File: src/rtl/output_port_allocator_if.sv
// Bundle of the input-side request/flit lines, the published occupied word
// and the downstream output link for one router output port.
`ifndef FLIT_SIZE
`define FLIT_SIZE 32
`endif

// Handshake rules:
// - On the input side, a flit from input i moves when in_valid[i] and in_ready[i]
//   are both 1 at a rising clock edge.
// - On the output side, a flit moves when out_valid and out_ready are both 1 at a
//   rising clock edge.
// - While out_valid=1 and out_ready=0, out_flit and out_tail hold steady.
interface output_port_allocator_if #(
  parameter int NUM_IN = 5,
  parameter int FLIT_W = `FLIT_SIZE
);
  logic [NUM_IN-1:0]        in_req;
  logic [NUM_IN-1:0]        in_valid;
  logic [NUM_IN-1:0]        in_tail;
  logic [NUM_IN*FLIT_W-1:0] in_flit;
  logic [NUM_IN-1:0]        in_ready;
  logic [0:3]               occupied;
  logic                     out_valid;
  logic [FLIT_W-1:0]        out_flit;
  logic                     out_tail;
  logic                     out_ready;

  // The allocator side.
  modport slave (
    input  in_req, in_valid, in_tail, in_flit, out_ready,
    output in_ready, occupied, out_valid, out_flit, out_tail
  );

  // The side that drives the inputs and consumes the output link.
  modport master (
    output in_req, in_valid, in_tail, in_flit, out_ready,
    input  in_ready, occupied, out_valid, out_flit, out_tail
  );
endinterface

File: src/rtl/output_port_allocator.sv
// Output port allocator: round-robin grant among requesting inputs, the port
// stays locked to the winner until its tail flit, and flits are forwarded
// through a one-entry output register.
`ifndef FLIT_SIZE
`define FLIT_SIZE 32
`endif

module output_port_allocator #(
  parameter int         NUM_IN  = 5,
  parameter int         FLIT_W  = `FLIT_SIZE,
  parameter logic [2:0] PORT_ID = 3'd0
) (
  input  logic                   clk,
  input  logic                   rst_n,
  output_port_allocator_if.slave bus,
  output logic                   o_dbg_busy,
  output logic [2:0]             o_dbg_rr_ptr,
  output logic [2:0]             o_port_id
);

  typedef enum logic {S_IDLE = 1'b0, S_BUSY = 1'b1} state_t;

  state_t            r_state;
  state_t            w_state_nxt;
  logic [2:0]        r_owner;
  logic [2:0]        r_rr_ptr;
  logic              r_out_valid;
  logic [FLIT_W-1:0] r_out_flit;
  logic              r_out_tail;

  logic              w_found;
  logic [2:0]        w_winner;
  logic [3:0]        w_idx;
  logic              w_own_valid;
  logic              w_own_tail;
  logic [FLIT_W-1:0] w_own_flit;
  logic              w_out_space;
  logic              w_xfer;
  logic              w_release;
  logic [2:0]        w_rr_next;

  // Round-robin scan starting at r_rr_ptr and wrapping past NUM_IN-1.
  always_comb begin
    w_found  = 1'b0;
    w_winner = 3'd0;
    w_idx    = 4'd0;
    for (int k = 0; k < NUM_IN; k++) begin
      w_idx = {1'b0, r_rr_ptr} + 4'(k);
      if (w_idx >= 4'(NUM_IN)) w_idx = w_idx - 4'(NUM_IN);
      for (int i = 0; i < NUM_IN; i++) begin
        if (!w_found && (w_idx == 4'(i)) && bus.in_req[i]) begin
          w_found  = 1'b1;
          w_winner = 3'(i);
        end
      end
    end
  end

  // Select the owner's valid, tail and flit lines.
  always_comb begin
    w_own_valid = 1'b0;
    w_own_tail  = 1'b0;
    w_own_flit  = '0;
    for (int i = 0; i < NUM_IN; i++) begin
      if (r_owner == 3'(i)) begin
        w_own_valid = bus.in_valid[i];
        w_own_tail  = bus.in_tail[i];
        w_own_flit  = bus.in_flit[i*FLIT_W +: FLIT_W];
      end
    end
  end

  // The output register can take a flit if it is empty or being drained now.
  assign w_out_space = ~r_out_valid | bus.out_ready;
  assign w_xfer      = (r_state == S_BUSY) & w_own_valid & w_out_space;
  assign w_release   = w_xfer & w_own_tail;
  assign w_rr_next   = (r_owner == 3'(NUM_IN-1)) ? 3'd0 : r_owner + 3'd1;

  // State register.
  always_ff @(posedge clk) begin
    if (!rst_n) r_state <= S_IDLE;
    else        r_state <= w_state_nxt;
  end

  // Next state: grant on any request in IDLE, release on an accepted tail.
  always_comb begin
    w_state_nxt = r_state;
    case (r_state)
      S_IDLE:  if (w_found)   w_state_nxt = S_BUSY;
      S_BUSY:  if (w_release) w_state_nxt = S_IDLE;
      default: w_state_nxt = S_IDLE;
    endcase
  end

  // Only the owner sees ready, and only while the port is locked.
  always_comb begin
    bus.in_ready = '0;
    if (r_state == S_BUSY) begin
      for (int i = 0; i < NUM_IN; i++) begin
        if (r_owner == 3'(i)) bus.in_ready[i] = w_out_space;
      end
    end
    // The owner id is cleared on release, so the word is all-zero when idle.
    bus.occupied = {(r_state == S_BUSY), r_owner};
  end

  // Owner latch on grant, and the pointer advances past the owner on release.
  always_ff @(posedge clk) begin
    if (!rst_n) begin
      r_owner  <= 3'd0;
      r_rr_ptr <= 3'd0;
    end else if ((r_state == S_IDLE) && w_found) begin
      r_owner <= w_winner;
    end else if (w_release) begin
      r_owner  <= 3'd0;
      r_rr_ptr <= w_rr_next;
    end
  end

  // One-entry output register; a load and a drain in the same cycle keep the
  // link at one flit per cycle.
  always_ff @(posedge clk) begin
    if (!rst_n) begin
      r_out_valid <= 1'b0;
      r_out_flit  <= '0;
      r_out_tail  <= 1'b0;
    end else if (w_xfer) begin
      r_out_valid <= 1'b1;
      r_out_flit  <= w_own_flit;
      r_out_tail  <= w_own_tail;
    end else if (bus.out_ready) begin
      r_out_valid <= 1'b0;
    end
  end

  assign bus.out_valid = r_out_valid;
  assign bus.out_flit  = r_out_flit;
  assign bus.out_tail  = r_out_tail;
  assign o_dbg_busy    = (r_state == S_BUSY);
  assign o_dbg_rr_ptr  = r_rr_ptr;
  assign o_port_id     = PORT_ID;

endmodule

File: src/flat_wrapper.sv
// flat-port wrapper written by rule: the top's interface ports become plain ports
module output_port_allocator_flat 
#(
  parameter int         NUM_IN  = 5,
  parameter int         FLIT_W  = `FLIT_SIZE,
  parameter logic [2:0] PORT_ID = 3'd0
)
  (clk, rst_n, o_dbg_busy, o_dbg_rr_ptr, o_port_id, bus_in_req, bus_in_valid, bus_in_tail, bus_in_flit, bus_out_ready, bus_in_ready, bus_occupied, bus_out_valid, bus_out_flit, bus_out_tail);
  output_port_allocator_if #(.NUM_IN(NUM_IN), .FLIT_W(FLIT_W)) bus_i ();
  input  logic clk;
  input  logic rst_n;
  output logic o_dbg_busy;
  output logic [2:0] o_dbg_rr_ptr;
  output logic [2:0] o_port_id;
  input wire logic [$bits(bus_i.in_req)-1:0] bus_in_req;
  input wire logic [$bits(bus_i.in_valid)-1:0] bus_in_valid;
  input wire logic [$bits(bus_i.in_tail)-1:0] bus_in_tail;
  input wire logic [$bits(bus_i.in_flit)-1:0] bus_in_flit;
  input wire logic [$bits(bus_i.out_ready)-1:0] bus_out_ready;
  output wire logic [$bits(bus_i.in_ready)-1:0] bus_in_ready;
  output wire logic [$bits(bus_i.occupied)-1:0] bus_occupied;
  output wire logic [$bits(bus_i.out_valid)-1:0] bus_out_valid;
  output wire logic [$bits(bus_i.out_flit)-1:0] bus_out_flit;
  output wire logic [$bits(bus_i.out_tail)-1:0] bus_out_tail;
  assign bus_i.in_req = bus_in_req;
  assign bus_i.in_valid = bus_in_valid;
  assign bus_i.in_tail = bus_in_tail;
  assign bus_i.in_flit = bus_in_flit;
  assign bus_i.out_ready = bus_out_ready;
  assign bus_in_ready = bus_i.in_ready;
  assign bus_occupied = bus_i.occupied;
  assign bus_out_valid = bus_i.out_valid;
  assign bus_out_flit = bus_i.out_flit;
  assign bus_out_tail = bus_i.out_tail;
  output_port_allocator #(.NUM_IN(NUM_IN), .FLIT_W(FLIT_W), .PORT_ID(PORT_ID)) u_core (.clk(clk), .rst_n(rst_n), .bus(bus_i), .o_dbg_busy(o_dbg_busy), .o_dbg_rr_ptr(o_dbg_rr_ptr), .o_port_id(o_port_id));
endmodule
File: config.mk
export PLATFORM = sky130hd
export DESIGN_NAME = output_port_allocator_flat
export DESIGN_NICKNAME = d
export VERILOG_FILES = /design/src/rtl/output_port_allocator_if.sv /design/src/rtl/output_port_allocator.sv /design/src/flat_wrapper.sv
export SDC_FILE = /design/constraint.sdc
export NUM_CORES = 1
export LEC_CHECK = 0
export BUFFER_PORTS_ARGS = -buffer_cell sky130_fd_sc_hd__buf_2
export CAP_MARGIN = 20
export CELL_PAD_IN_SITES_DETAIL_PLACEMENT = 0
export CELL_PAD_IN_SITES_GLOBAL_PLACEMENT = 2
export CORE_UTILIZATION = 25
export CTS_CLUSTER_DIAMETER = 200
export DETAILED_ROUTE_END_ITERATION = 7
export PLACE_DENSITY = 0.88
export RECOVER_POWER = 25
export SETUP_SLACK_MARGIN = 0.1
export SLEW_MARGIN = 30
export SYNTH_ARGS = -nofsm -noshare
export SYNTH_HDL_FRONTEND = slang
export SYNTH_SLANG_ARGS = --single-unit
File: constraint.sdc
create_clock -name clk -period 10.32 [get_ports clk]
set_input_delay 0.516 -clock clk [delete_from_list [all_inputs] [get_ports clk]]
set_output_delay 0.516 -clock clk [all_outputs]
set_load 0.01 [all_outputs]
# == Word level (Yosys, flattened, before mapping) ==
# Cells that the tools add are included.
# totals
reg_bits,41
out_inout_bits,50
# op_classes
muxes,83
bitwise_logic,7
add_sub_neg,10
n_lt_le_gt_ge,5
eq_ne,24
reduce_logical,83
# ops
op,n
$mux 32,5
$mux 3,26
$logic_and 1x1->1,50
$mux 1,45
$eq 4x2->1 const B,10
$logic_not 1->1,24
$eq 4x1->1 const B,5
$eq 4x3->1 const B,5
$logic_not 4->1,5
$mux 4,5
$ge 4x3->1 const B,4
$sub 4x3->4 const B,4
$add 3x2->4 const B,2
$eq 3x2->1 const B,2
$mux 5,1
$add 3x1->4 const B,1
$add 3x3->4 const B,1
$reduce_bool 2->1,2
$sub 3x3->4 const B,1
$add 3x1->3 const B,1
$and 1x1->1,3
$eq 3x1->1 const B,1
$eq 3x3->1 const B,1
$ge 3x3->1 const B,1
other kinds (5),7

# == Longest topological paths before layout ==
# Gate-level depths: netlist of the first run.
# depth
depth_word,104
ltp_mapped,13
depth_no_buf,12

# == Worst setup path after synthesis of the first run ==
# Ideal clock, no wire load.
# synth_path
path_type,reg-to-reg
startpoint,"register u_core.r_rr_ptr[0], in the netlist u_core.o_dbg_rr_ptr[0]"
endpoint,register u_core.r_owner[0]
path_stages_with_launch,14
setup_ps,117
arrival_time_ps,3286
path_buffers,2
slack_ps,6917
synth_period_minus_slack_ps,3403
path_cell_list,dfxtp_1 clkbuf_8 clkinv_1 ha_1 ha_1 buf_6 inv_4 or4_4 and3_1 o311a_1 nand4_2 a31oi_1 or3_1 a32o_1
# synth_between
elab_chain_len,103
# synth_rtl
item,line_no,rtl
from (decl),output_port_allocator.sv:26,logic [2:0] r_rr_ptr;
from (signal assigned),output_port_allocator.sv:116,r_rr_ptr <= w_rr_next;
$sub 3x3->4 or $ge 3x3->1 (tied branches),output_port_allocator.sv:49,if (w_idx >= 4'(NUM_IN)) w_idx = w_idx - 4'(NUM_IN);
$mux 4,output_port_allocator.sv:49,
$logic_not 4->1,output_port_allocator.sv:51,if (!w_found && (w_idx == 4'(i)) && bus.in_req[i]) begin
$logic_and 1x1->1,output_port_allocator.sv:51,
$mux 1,output_port_allocator.sv:51,
$logic_not 1->1,output_port_allocator.sv:51,
$logic_and 1x1->1 (2 in a row),output_port_allocator.sv:51,
$mux 1,output_port_allocator.sv:51,
[84 not listed],-,
$logic_not 1->1,output_port_allocator.sv:51,
$logic_and 1x1->1 (2 in a row),output_port_allocator.sv:51,
$mux 1,output_port_allocator.sv:51,
$logic_not 1->1,output_port_allocator.sv:51,
$logic_and 1x1->1 (2 in a row),output_port_allocator.sv:51,
$mux 1,output_port_allocator.sv:51,
$logic_and 1x1->1,output_port_allocator.sv:112,end else if ((r_state == S_IDLE) && w_found) begin
$mux 3 or $reduce_bool 2->1 (tied branches),-,
to (signal assigned),output_port_allocator.sv:113,r_owner <= w_winner;
to (decl),output_port_allocator.sv:25,logic [2:0] r_owner;
# Parallel ways exist; a longest one is shown, timed or not.
# A chain may end at the register's enable or synchronous reset.

# == Worst setup path in the final report of the first run ==
# layout_path
startpoint,"register u_core.r_rr_ptr[2], in the netlist u_core.o_dbg_rr_ptr[2]"
endpoint,register u_core.r_owner[0]
# The elaborated chain is that of the path after synthesis.

==> impl_metrics.csv, run 1 <==
group,metric,value,unit
run_status,status,"finished clean",
logic_synthesis,synth_seq_area_share,0.194,
floorplanning,core,16500,um^2
layout,final_common_cell,"buf_2",
layout,regArea,821,um^2
sta,final-setup-viol-count,0,
global_routing,antenna_found_initial,0,
sta,worst_slew_pin_slew,0.778,ns
logic_synthesis,synth_seq_cells,41,
worst_setup_path,critPathMaxFanout,21,
route,drtIter0Drc,310,
floorplanning,row_count,47,
cts,ctsRootBufferMaster,"clkbuf_16",
sta,hold_violations,0,
pwr,leakage,2.38,nW
sta,fmax,0.267,GHz
global_routing,overflow,0,
layout,antennaDiodeCount,0,
logic_synthesis,synthCells,584,
floorplanning,design.die.area,17400,um^2
logic_synthesis,synth_top_family_by_area,"compound AO/OA/AOI/OAI gates",
worst_setup_path,startpoint_type,"register",
cts,cts_buffers,5,
placed_design,place_ws,6.60,ns
route,remaining_drc_errors,0,
cts,insertion_delay,0.28,ns
logic_synthesis,synthArstFlopShare,0,
sta,finalCriticalPeriod,3.75,ns
placed_design,dp_hpwl,13.5,mm
layout,nNetsFinal,964,
sta,fin_worst_skew,0.00686,ns
cts,cts.path.max_buffers,2,
route,vias,5145,
cts,cts.repair.resized,0,
sta,setup_ws,6.57,ns
floorplanning,io_pins,228,
route,wirelength,17.3,mm
logic_synthesis,synth_edf_count,0,
placed_design,gp_congestion,0.882,
logic_synthesis,synth_xor_area_frac,0.0104,
sta,slew_headroom,0.481,
cts,hold_buffers,0,
logic_synthesis,synth_top_flop_cell,"dfxtp_1",
route,via_per_inst,5.20,
logic_synthesis,synth-simple-area-share,0.240,
pwr,p_per_area,208,nW/um^2
worst_setup_path,crit_arrival,3.92,ns
logic_synthesis,yosysWarnings,0,
hold_path,worstHoldPathType,"register to register",
logic_synthesis,synth_area_per_cell,7.23,um^2
route,wl_per_cell,17.4,um
sta,drv_slew,0,
layout,fillers,1814,
worst_setup_path,cp.required,10.49,ns
global_routing,track_usage,0.195,
cts,clk_pin_slew,0.06,ns
sta,rsz0062_at_grt,"no",
logic_synthesis,synthAdderAreaFrac,0.0521,
floorplanning,initial_utilization,0.256,
floorplanning,fp.dieW,132,um
worst_setup_path,crit_type,"register to register",
floorplanning,fp.dieH,132,um
worst_setup_path,worstSetupEndpointType,"register",
logic_synthesis,synth_cell_type_count,67,
route,drt_pass1_iterations,5,
layout,area_delta_synth_final,32.2,%
placed_design,io_buffers,224,
route,antenna_left,0,
logic_synthesis,synth_compound_area_frac,0.387,
flow_run,max_cap_viol_count,0,
sta,setup_tns,0,ns
cts,htree_levels,2,
layout,layout-drive-gt1-share,0.317,
cts,cts_tree,"yes",
worst_setup_path,rrSetupSlack,6.57,ns
global_routing,grt_pass1_vias,4941,
layout,multiInputGateArea,3100,um^2
layout,layout_common_cells,"buf_2 (202), nand2_1 (94), nor2_1 (49)",
pwr,ir_drop,66.2,uV
cts,cts_setup_buffers,0,
global_routing,grt_pass1_wl,26.9,mm
sta,period_share,0.363,
cts,cts.sinks,41,
logic_synthesis,muxShareOfSynthArea,0.0370,
global_routing,grt_max_degree,70,
logic_synthesis,synth_area,4220,um^2
[Yosys cell counts (6+ instances only)]
| cell type | count | area, um^2 |
|---|---|---|
| nand2_1 | 95 | 357 |
| nor2_1 | 51 | 191 |
| clkbuf_1 | 43 | 161 |
| dfxtp_1 | 41 | 821 |
| a221oi_1 | 34 | 298 |
| a21boi_0 | 33 | 248 |
| o211ai_1 | 33 | 248 |
| o311ai_0 | 33 | 289 |
| a21oi_1 | 23 | 115 |
| ha_1 | 16 | 200 |
| nand3_1 | 15 | 75.1 |
| o21ai_0 | 15 | 75.1 |
| inv_1 | 14 | 52.6 |
| nor2b_1 | 13 | 81.3 |
| mux2_2 | 8 | 90.1 |
| a31oi_1 | 7 | 43.8 |
| and3_1 | 6 | 37.5 |
| buf_2 | 6 | 30.0 |
[per-stage QoR]
stage / power [mW] / util / cells / hold slack (ns) / area (um^2)
after global placement: 0.999 / 0.329 / 982 / 0.441 / 5440
after floorplan: 0.754 / - / 586 / 0.479 / 4230
final: 1.16 / 0.338 / 990 / 0.453 / 5580
after detailed placement: 0.992 / 0.329 / 982 / 0.444 / 5440
after CTS: 1.18 / 0.340 / 990 / 0.454 / 5610
after global routing: 1.27 / 0.338 / 990 / 0.480 / 5580
[path summary, 6_finish.rpt]
check,start,end,cells after the start
setup reg to reg,u_core.o_dbg_rr_ptr[2],u_core.r_owner[0],10
hold / removal,u_core.bus.out_tail,u_core.bus.out_tail,2
hold reg to reg,u_core.bus.out_tail,u_core.bus.out_tail,2
setup / recovery,u_core.o_dbg_rr_ptr[2],u_core.r_owner[0],10
[state kept, by name, summed over array words and instances (netlist names)]
signal	count
u_core.bus.out_valid	1
u_core.bus.out_tail	1
u_core.o_dbg_rr_ptr	3
u_core.r_owner	3
u_core.bus.out_flit	32
u_core.o_dbg_busy	1
[kinds of logic after synthesis]
kind of cell / after synthesis
compound gates: 216
xor+xnor: 5
fa+ha+maj: 17
buf+inv: 73
flops: 41
mux: 13
other cells: 1
simple gates: 218
[final cells by class]
type | count | share of cell area
multi-input combinational | 472 | 0.554
inverter | 16 | 0.0112
sequential | 41 | 0.147
timing repair buffer | 233 | 0.208
clock inverter | 3 | 0.00784
tap | 220 | 0.0493
clock buffer | 5 | 0.0224
[worst max-delay path: stages (launching register included)]
cell and delay (ns):
dfxtp_1 0.82, inv_1 0.33, ha_1 0.56, inv_4 0.08
or4_4 0.54, and3_1 0.19, o311a_1 0.34, nand4_2 0.13
a31oi_1 0.06, or3_1 0.37, a32o_1 0.21
[power by group]
part           switching, mW  internal [mW]
clock network         0.0646          0.115
logic                  0.460          0.280
registers             0.0313          0.209
[metal layers]
| layer | GRT usage | vias up | routed length, um |
|---|---|---|---|
| li1 | - | 2571 | - |
| met1 | 0.235 | 2371 | 7230 |
| met2 | 0.350 | 179 | 8770 |
| met3 | 0.0281 | 24 | 822 |
| met4 | 0.0724 | 0 | 452 |
| met5 | 0 | - | 0 |
Note: power is estimated with default switching activity, not from simulation.
==> run 2: changes to the inputs <==
- CORE_UTILIZATION: 25 -> 21
- PLACE_DENSITY: 0.88 -> 0.79
- clock period: 10.32 -> 3.2 ns (I/O delays scaled with it)
==> run 2 against run 1 <==
Via count rose by 0.82%. Power rose to 3.4 times the previous value. Non-clock buffer count rose by 23. Core utilization fell by 3.9 points. Combinational power rose to 3.5 times the previous value. Critical path type unchanged. Critical endpoint unchanged. Largest cell class unchanged. Highest routed layer is now met5.
==> impl_metrics.csv, run 2 (synthesis results as in run 1) <==
group,metric,value,unit
sta,fin_worst_skew,0.00475,ns
global_routing,grt_pass1_vias,5108,
cts,cts_tree,"yes",
layout,final_common_cell,"buf_2",
pwr,switchingPower,1.88,mW
sta,hold_violations,0,
worst_setup_path,rrSetupSlack,0.29,ns
route,via_per_inst,4.90,
worst_setup_path,cp.required,3.38,ns
global_routing,grt_max_degree,47,
route,wl_per_cell,17.4,um
pwr,leakage,2.49,nW
cts,cts.repair.resized,0,
pwr,cell_internal_pwr,2.04,mW
worst_setup_path,critPathMaxFanout,6,
floorplanning,row_count,51,
sta,period_share,0.911,
floorplanning,fp.dieW,144,um
route,drt_pass1_iterations,4,
cts,clk_pin_slew,0.06,ns
global_routing,antenna_found_initial,2,
sta,setup_tns,0,ns
sta,rsz0062_at_grt,"no",
layout,fillers,2227,
layout,fin_cells,1059,
floorplanning,initial_utilization,0.216,
pwr,ir_drop,234,uV
global_routing,grt_pass1_wl,28.1,mm
pwr,p_sw_frac,0.480,
placed_design,dpl.cell_count,1050,
pwr,p_comb_frac,0.661,
cts,cts.path.max_buffers,2,
route,antenna_left,0,
pwr,p_per_area,669,nW/um^2
placed_design,io_buffers,224,
floorplanning,fp.dieH,144,um
cts,htree_levels,2,
worst_setup_path,cpMaxStageDelayCell,"or4_4",
layout,nNetsFinal,987,
hold_path,hold_depth,3,
global_routing,overflow,0,
layout,multiInputGateArea,3140,um^2
layout,final_util,0.299,
cts,cts.sinks,41,
pwr,p_seq_frac,0.198,
placed_design,place_ws,0.174,ns
sta,final-setup-viol-count,0,
floorplanning,io_pins,228,
worst_setup_path,setup.worst_path.start,"u_core.o_dbg_rr_ptr[0]",
hold_path,worstHoldPathType,"primary input to register",
worst_setup_path,startpoint_type,"register",
placed_design,gp_congestion,0.867,
worst_setup_path,critPathCapture,"u_core.r_owner[0]",
cts,ctsRootBufferMaster,"clkbuf_16",
pwr,clockPowerShare,0.142,
sta,drv_slew,0,
cts,hold_buffers,0,
route,remaining_drc_errors,0,
floorplanning,core,19600,um^2
worst_setup_path,reg2regPathDepth,11,
worst_setup_path,worstSetupEndpointType,"register",
run_status,status,"finished clean",
worst_setup_path,crit_arrival,3.09,ns
flow_run,max_cap_viol_count,0,
floorplanning,design.die.area,20700,um^2
sta,setup_ws,0.286,ns
worst_setup_path,reg2reg_from,"u_core.o_dbg_rr_ptr[0]",
layout,largest_reg_flops,32,
cts,cts_setup_buffers,0,
layout,layout-drive-gt1-share,0.352,
route,drtIter0Drc,215,
layout,regArea,830,um^2
placed_design,dp_hpwl,14.9,mm
route,wirelength,18.4,mm
cts,cts_buffers,5,
sta,worst_slew_pin_slew,0.701,ns
route,vias,5187,
worst_setup_path,r2r-end,"u_core.r_owner[0]",
sta,finalCriticalPeriod,2.91,ns
worst_setup_path,crit_type,"register to register",
sta,slew_headroom,0.532,
worst_setup_path,slowest_delay,0.52,ns
layout,layout_common_cells,"buf_2 (202), nand2_1 (94), nor2_1 (48)",
cts,insertion_delay,0.29,ns
worst_setup_path,crit_chain,"clkinv_4 -> ha_2 -> ha_4 -> inv_4 -> or4_4 -> and3_1 -> o311a_1 -> nand4_2 -> a31oi_1 -> or3_1 -> a32o_1",
sta,fmax,0.343,GHz
layout,area_delta_synth_final,38.8,%
global_routing,track_usage,0.177,
-- run 2: changes by cell type in the layout (fill, tap and decap cells not counted), sizes merged --
cell / delta
buf: +23
clkbuf: +2
bufinv: -1
clkinv: -1
diode: +1
-- run 2: power groups by stage --
| stage | clock [mW] | sequential (mW) | combinational, mW |
|---|---|---|---|
| 5_1_grt | 0.608 | 0.801 | 2.89 |
| 6_report | 0.555 | 0.774 | 2.59 |
| 3_3_place_gp | 0 | 0.776 | 2.64 |
| 4_1_cts | 0.581 | 0.774 | 2.61 |
| 3_5_place_dp | 0 | 0.785 | 2.60 |
| 2_1_floorplan | 0 | 0.856 | 1.59 |
-- run 2: worst min path at each step --
| stage | startpoint | end | slack (ns) |
|---|---|---|---|
| floorplan | bus_in_flit[138] | u_core.bus.out_flit[10] | 0.38 |
| global placement | u_core.bus.out_flit[10] | u_core.bus.out_flit[10] | 0.44 |
| detailed placement | u_core.bus.out_flit[10] | u_core.bus.out_flit[10] | 0.45 |
| CTS | bus_in_flit[138] | u_core.bus.out_flit[10] | 0.18 |
| global route | bus_in_flit[128] | u_core.bus.out_flit[0] | 0.22 |
| finish | bus_in_flit[138] | u_core.bus.out_flit[10] | 0.19 |
-- run 2: critical path, delay by kind of cell (launching register included) --
family	cells	cell delay [ns]
buffers and inverters	2	0.10
DFF	1	0.36
and+or+nand+nor	4	1.22
adders and majority gates	2	0.51
AOI/OAI and AO/OA	3	0.61
-- run 2: metal layers --
layer / routed length [um] / global-route usage / vias to the layer above
met3: 934 / 0.0307 / 23
met4: 353 / 0.0493 / 2
met2: 9560 / 0.322 / 172
met1: 7530 / 0.210 / 2371
met5: 13 / 0 / -
li1: - / - / 2619
-- run 2: area by class of cell --
class	instances	share of cell area
Inverter	16	0.0115
Clock buffer	7	0.0260
Antenna cell	1	0.000427
Sequential cell	41	0.142
Timing Repair Buffer	256	0.228
Clock inverter	1	0.00149
Multi-Input combinational cell	472	0.535
Tap cell	265	0.0566
-- run 2: stage by stage --
stage	hold slack [ns]	total power [mW]	area, um^2
after floorplan	0.379	2.44	4250
after global placement	0.445	3.41	5690
after detailed placement	0.446	3.39	5690
after CTS	0.184	3.97	5850
after global routing	0.217	4.30	5860
final	0.186	3.92	5860
